**config.mk**
```make
export PLATFORM = sky130hd
export DESIGN_NAME = oam_dma_controller
export DESIGN_NICKNAME = d
export VERILOG_FILES = /design/src/rtl/nes_bus_pkg.sv /design/src/rtl/oam_dma_controller.sv
export SDC_FILE = /design/constraint.sdc
export NUM_CORES = 1
export LEC_CHECK = 0
export ABC_AREA = 1
export BUFFER_PORTS_ARGS = -buffer_cell sky130_fd_sc_hd__buf_2
export CAP_MARGIN = 40
export CORE_MARGIN = 1
export CORE_UTILIZATION = 45
export CTS_BUF_LIST = sky130_fd_sc_hd__clkbuf_16
export CTS_CLUSTER_DIAMETER = 80
export DETAILED_ROUTE_END_ITERATION = 10
export PLACE_DENSITY = 0.76
export SYNTH_ARGS = -nofsm -noshare
export SYNTH_HDL_FRONTEND = slang
export SYNTH_SLANG_ARGS = --single-unit
```
**constraint.sdc**
```tcl
create_clock -name CPU_CLK -period 1.7 [get_ports CPU_CLK]
set_input_delay 0.51 -clock CPU_CLK [delete_from_list [all_inputs] [get_ports CPU_CLK]]
set_output_delay 0.51 -clock CPU_CLK [all_outputs]
set_load 0.05 [all_outputs]
```
**src/rtl/nes_bus_pkg.sv**
```systemverilog
// Shared CPU-bus definitions: OAM DMA state encoding and the register addresses
// that both the DMA engine and the top-level bus mux decode.
package nes_bus_pkg;

   typedef enum logic [2:0] {
      IDLE,
      HALT,
      ALIGN,
      READ,
      WRITE
   } dma_state_t;

   localparam logic [15:0] ADDR_OAMDMA  = 16'h4014;
   localparam logic [15:0] ADDR_OAMDATA = 16'h2004;

   // The parity flop splits CPU cycles into GET (read) and PUT (write) slots.
   localparam logic PARITY_GET = 1'b0;
   localparam logic PARITY_PUT = 1'b1;

endpackage

```
**src/rtl/oam_dma_controller.sv**
```systemverilog
// Sprite OAM DMA engine: snoops the $4014 write, halts the CPU and copies one
// 256-byte page to $2004 as alternating GET/PUT bus cycles.
module oam_dma_controller
   import nes_bus_pkg::*;
#(
   parameter logic [15:0] TRIGGER_ADDR  = ADDR_OAMDMA,
   parameter logic [15:0] OAM_DATA_ADDR = ADDR_OAMDATA,
   parameter int          XFER_LEN      = 256
) (
   input  logic        CPU_CLK,
   input  logic        RESET_n,
   input  logic        ENABLE,
   input  logic [15:0] CPU_ADDR,
   input  logic [7:0]  CPU_DATA_OUT,
   input  logic        CPU_RW_n,
   input  logic [7:0]  DMA_DATA_IN,
   output logic        CPU_HALT,
   output logic        DMA_ACTIVE,
   output logic [15:0] DMA_ADDR,
   output logic        DMA_RW_n,
   output logic [7:0]  DMA_DATA_OUT,
   output logic        DMA_BUSY
);

   localparam logic [7:0] LAST_IDX = 8'(XFER_LEN - 1);

   dma_state_t state_reg;
   logic [7:0] page_reg;
   logic [7:0] idx_reg;
   logic [7:0] latch_reg;
   logic       parity_reg;

   logic trigger;
   assign trigger = !CPU_RW_n && (CPU_ADDR == TRIGGER_ADDR);

   always_ff @(posedge CPU_CLK) begin
      if (!RESET_n) begin
         state_reg  <= IDLE;
         page_reg   <= 8'h00;
         idx_reg    <= 8'h00;
         latch_reg  <= 8'h00;
         parity_reg <= PARITY_GET;
      end else if (ENABLE) begin
         parity_reg <= ~parity_reg;
         case (state_reg)
            IDLE: begin
               if (trigger) begin
                  page_reg  <= CPU_DATA_OUT;
                  idx_reg   <= 8'h00;
                  state_reg <= HALT;
               end
            end
            HALT: begin
               // The next cycle's slot is the inverse of the current one.
               state_reg <= (parity_reg == PARITY_PUT) ? READ : ALIGN;
            end
            ALIGN: begin
               state_reg <= READ;
            end
            READ: begin
               latch_reg <= DMA_DATA_IN;
               state_reg <= WRITE;
            end
            WRITE: begin
               if (idx_reg == LAST_IDX) begin
                  idx_reg   <= 8'h00;
                  state_reg <= IDLE;
               end else begin
                  idx_reg   <= idx_reg + 8'h01;
                  state_reg <= READ;
               end
            end
            default: begin
               state_reg <= IDLE;
            end
         endcase
      end
   end

   // Outputs decode registered state only, so the bus mux sees no input paths.
   always_comb begin
      CPU_HALT     = 1'b0;
      DMA_ACTIVE   = 1'b0;
      DMA_ADDR     = 16'h0000;
      DMA_RW_n     = 1'b1;
      DMA_DATA_OUT = 8'h00;
      case (state_reg)
         HALT, ALIGN: begin
            CPU_HALT = 1'b1;
         end
         READ: begin
            CPU_HALT   = 1'b1;
            DMA_ACTIVE = 1'b1;
            DMA_ADDR   = {page_reg, idx_reg};
         end
         WRITE: begin
            CPU_HALT     = 1'b1;
            DMA_ACTIVE   = 1'b1;
            DMA_ADDR     = OAM_DATA_ADDR;
            DMA_RW_n     = 1'b0;
            DMA_DATA_OUT = latch_reg;
         end
         default: begin
         end
      endcase
   end

   assign DMA_BUSY = CPU_HALT;

endmodule

```
-- Word-level counts from Yosys, hierarchy flattened
Index checks and enable logic that the tools add are counted.
- add/subtract/negate cells: 1
- equal/unequal tests: 7
- mux-type cells: 12
- bitwise operators: 1
- reductions and logical operators: 10
- operators by type and width (kind ; count):
    $pmux W16 S2 ; 1
    $mux W8 ; 3
    $eq A16 B15 Y1 const B ; 1
    $pmux W8 S2 ; 1
    $pmux W3 S5 ; 1
    $add A8 B1 Y8 const B ; 1
    $eq A8 B8 Y1 const B ; 1
    $eq A3 B2 Y1 const B ; 2
    $reduce_and A3 Y1 ; 2
    $mux W1 ; 4
    $reduce_and A2 Y1 ; 2
    $reduce_or A4 Y1 ; 1
    $eq A3 B1 Y1 const B ; 1
    $eq A3 B3 Y1 const B ; 1
    $logic_not A3 Y1 ; 1
    $mux W3 ; 1
    $mux W2 ; 1
    $ne A2 B2 Y1 const B ; 1
    $reduce_bool A2 Y1 ; 1
    $reduce_or A2 Y1 ; 1
    $logic_and A1 B1 Y1 ; 1
    $logic_not A1 Y1 ; 1
    $not A1 Y1 ; 1
- register bits after elaboration: 28
- input bits: 36

-- Depth between registers and ports, before layout
- word-level depth: 4
- mapped depth: 10
- mapped depth without buffers: 10

-- Least setup slack after synthesis
Ideal clock, no wire load.
- path type: register to output
- start: register state_reg[1]
- end: output port DMA_DATA_OUT[0]
- data arrival time: 1777 ps
- data required time: 1190 ps
- path slack: -587 ps
- stages on the path, launching flop included: 5
- cells stage by stage: dfxtp_1 -> nor2_4 -> nand2_2 -> buf_1 -> nor2_1
- cells in the longest elaborated chain, start to end: 2
- RTL lines (what ; RTL line ; source):
    start, declared ; oam_dma_controller.sv:27 ; dma_state_t state_reg;
    start signal, assigned ; oam_dma_controller.sv:55 ; state_reg <= (parity_reg == PARITY_PUT) ? READ : ALIGN;
    $eq A3 B3 Y1 ; oam_dma_controller.sv:87 ; case (state_reg)
    $mux W8 ; oam_dma_controller.sv:87 ;
    end, declared ; oam_dma_controller.sv:21 ; output logic [7:0] DMA_DATA_OUT,
Every way passes these cells.

-- Final worst setup path
- start: register state_reg[2]
- end: output port CPU_HALT
- cells in the longest elaborated chain, start to end: 3
- RTL lines (what ; RTL line ; source):
    $eq A3 B3 Y1 (tied with other cells) ; oam_dma_controller.sv:87 ;
    $reduce_or A4 Y1 (no line) * ; - ;
    $mux W1 * ; oam_dma_controller.sv:87 ;
    end, declared ; oam_dma_controller.sv:17 ; output logic CPU_HALT,
Mark *: on every way between the ends. The rest lies on a longest branch, timed or not.

==> flow_summary.json <==
{
  "status": "finished, violations left",
  "failed_checks": "negative setup slack",
  "pre_cts_ws_ps": 12.01,
  "clockRootBuffer": "clkbuf_16",
  "dieWidth_um": 59.91,
  "synth-seq-area-share_pct": 37.15,
  "critical_path.max_fanout": 4,
  "ys_ff_latch": 28,
  "synthAdderAreaFrac_pct": 0.8292,
  "worstMarginPinSlew_ps": 519.4,
  "die_y_um": 59.91,
  "synthCells": 240,
  "synth-simple-area-share_pct": 36.40,
  "core_area_um2": 3128,
  "port_buffers": 63,
  "synth.area.mux_share_pct": 0,
  "num-nets-final": 352,
  "yosys.area.top_type": "dfxtp_1",
  "drt_iter0_markers": 93,
  "power_w": 0.001274,
  "grt_overflow": 0,
  "async_reset_ff_share_pct": 0,
  "cp.required_ps": 1190,
  "post-route-worst-setup-slack_ps": -209.2,
  "slew_headroom_pct": 65.29,
  "tritoncts": "built",
  "syn-num-nets": 277,
  "wl_um": 4680,
  "grt_pass1_vias": 1685,
  "setup_viol": 28,
  "hold_depth": 3,
  "worst_clock_skew_ps": 5.932,
  "die-area_um2": 3589,
  "netlist_top_cells_count": "59 x nor2_1, 39 x nand2_1, 34 x inv_1",
  "cts_buffers": 3,
  "syn_to_final_growth_pct": 66.09,
  "dpl.hpwl_um": 2684,
  "grt_usage_pct": 27.19,
  "max_cap_violations": 0,
  "grt_setup_unrepaired": "true",
  "clk_transition_reported_paths_ps": 70,
  "cts_hold_buf": 0,
  "finalNonFillerCells": 358,
  "synth_edf_count": 0,
  "crit_arrival_ps": 1400,
  "p_leak_nw": 1.044,
  "first_pass_iters": 4,
  "syn_area_um2": 1509,
  "worstSetupStartpointType": "register",
  "yosysWarnings": 0,
  "p_per_area_nw_per_um2": 508.5,
  "drc": 0,
  "clock_tree.htree_level_count": 1,
  "worstSkewPairLatency_ps": 270,
  "slew_viol_final": 0,
  "synth_area_per_cell_um2": 6.287,
  "antenna_found_initial": 0,
  "vias": 1781,
  "wl_per_cell_um": 13.07,
  "yosys.cell_count.top_type": "nor2_1",
  "synth-main-ff-cell": "dfxtp_1",
  "place_inst": 348,
  "postRouteAntennaNets": 0,
  "grt_max_degree": 24,
  "synth_compound_area_share_pct": 13.18,
  "grt_pass1_wl_um": 7224,
  "fmax_mhz": 523.8,
  "hold_ws_ps": 465.4,
  "synth_xor_xnor_area_share_pct": 0.5804,
  "synth.top_cell.area_share_pct": 37.15,
  "critPathKind": "register to primary output",
  "synth_cell_types": 24,
  "finalSetupTns_ps": -4326,
  "r2r_cells": 6,
  "clkSinkCount": 28,
  "hp-class": "input pin to register",
  "finalHoldViolCount": 0,
  "period_needed_ps": 1909,
  "num_rows": 20,
  "vias_per_cell": 4.975,
  "diodes": 0,
  "start_util_pct": 48.24,
  "synth_area_leaders": "dfxtp_1 37%, nor2_1 15%, nand2_1 9.7%, inv_1 8.5%, a21oi_1 6.3%",
  "critPathCaptureType": "primary output",
  "period_share_pct": 112.3,
  "gp_congestion": 0.8713,
  "io_pins": 64,
  "synth_top_family_by_area": "simple AND/OR/NAND/NOR gates",
  "peakVddDrop_mv": 0.3415,
  "drive_gt1_share_pct": 38.85,
  "clock_path_buffers": 2
}
per-stage QoR:
stage	util [%]	area, µm²
after floorplan	-	1700
after global placement	67.56	2113
after detailed placement	67.56	2113
after CTS	78.04	2441
after global routing	80.12	2506
final	80.12	2506
cell usage in the layout (no fill, tap or decap):
master	count
nor2_1	37
nand2_1	35
buf_2	35
inv_1	33
dfxtp_1	25
nor2_4	22
buf_6	22
a21oi_1	19
nand3_1	18
o21ai_0	18
buf_4	9
buf_8	7
clkbuf_16	4
buf_12	4
nand2_4	3
nand2_2	3
nor2_2	3
nor3_1	2
dfxtp_4	2
inv_8	1
nand2_8	1
or2_4	1
nand3_2	1
nand4_1	1
a21oi_2	1
o21ai_1	1
xnor2_1	1
or2_2	1
ha_1	1
clkinv_1	1
inv_4	1
dfxtp_2	1
area by class of cell:
cell class	count	area [µm²]
multi-input cells	169	960.9
repair buffers	78	700.7
fillers	234	621.8
flip-flops and latches	28	569.3
inverters	34	135.1
clock buffers	3	75.07
well taps	44	55.05
repair inverters	1	6.256
clock inverters	1	3.754
critical path: stages, from the launching register on:
cell,delay (ps)
dfxtp_2,400
inv_1,110
nand2_1,140
nor2_2,60
or2_4,270
buf_8,150
kinds of logic after synthesis:
logic type	count (synthesis)
AO/OA/AOI/OAI	39
XOR/XNOR	1
adder cells (fa/ha/maj)	1
buffers and inverters	43
flip-flops	28
AND/OR/NAND/NOR	128
path summary, 6_finish.rpt:
path	from	endpoint	slack [ps]
worst max-delay path	state_reg[2]$_SDFFE_PN0P_	CPU_HALT	-210
worst min-delay path	CPU_DATA_OUT[4]	page_reg[4]$_SDFFE_PN0P_	470
worst max register to register	state_reg[0]$_SDFFE_PN0P_	latch_reg[6]$_SDFFE_PN0P_	10
worst min register to register	page_reg[7]$_SDFFE_PN0P_	page_reg[7]$_SDFFE_PN0P_	510
layer usage:
metal  up-vias  global-route usage (%)  routed length [µm]
li1        898                       -                   -
met1       806                   30.66                1845
met2        66                   48.25                2460
met3        11                   4.329                 243
met4         0                   15.28                 131
met5         -                       0                   0
where the power goes:
group / total (W) / switching [W] / internal (W) / leakage, nW
logic: 0.0000718 / 0.0000336 / 0.0000382 / 0.778
clock network: 0.000546 / 0.000230 / 0.000316 / 0.0385
registers: 0.000657 / 0.00000189 / 0.000655 / 0.228
total: 0.00127 / 0.000265 / 0.00101 / 1.04
repair_timing:
item / in CTS / in global routing
endpoints found under the setup margin: 28 / 29
gates cloned: 1 / 1
pin swaps: 5 / 3
setup buffers: 3 / 1
gates resized for setup: 70 / 9
Note: power is estimated with default switching activity, not from simulation.
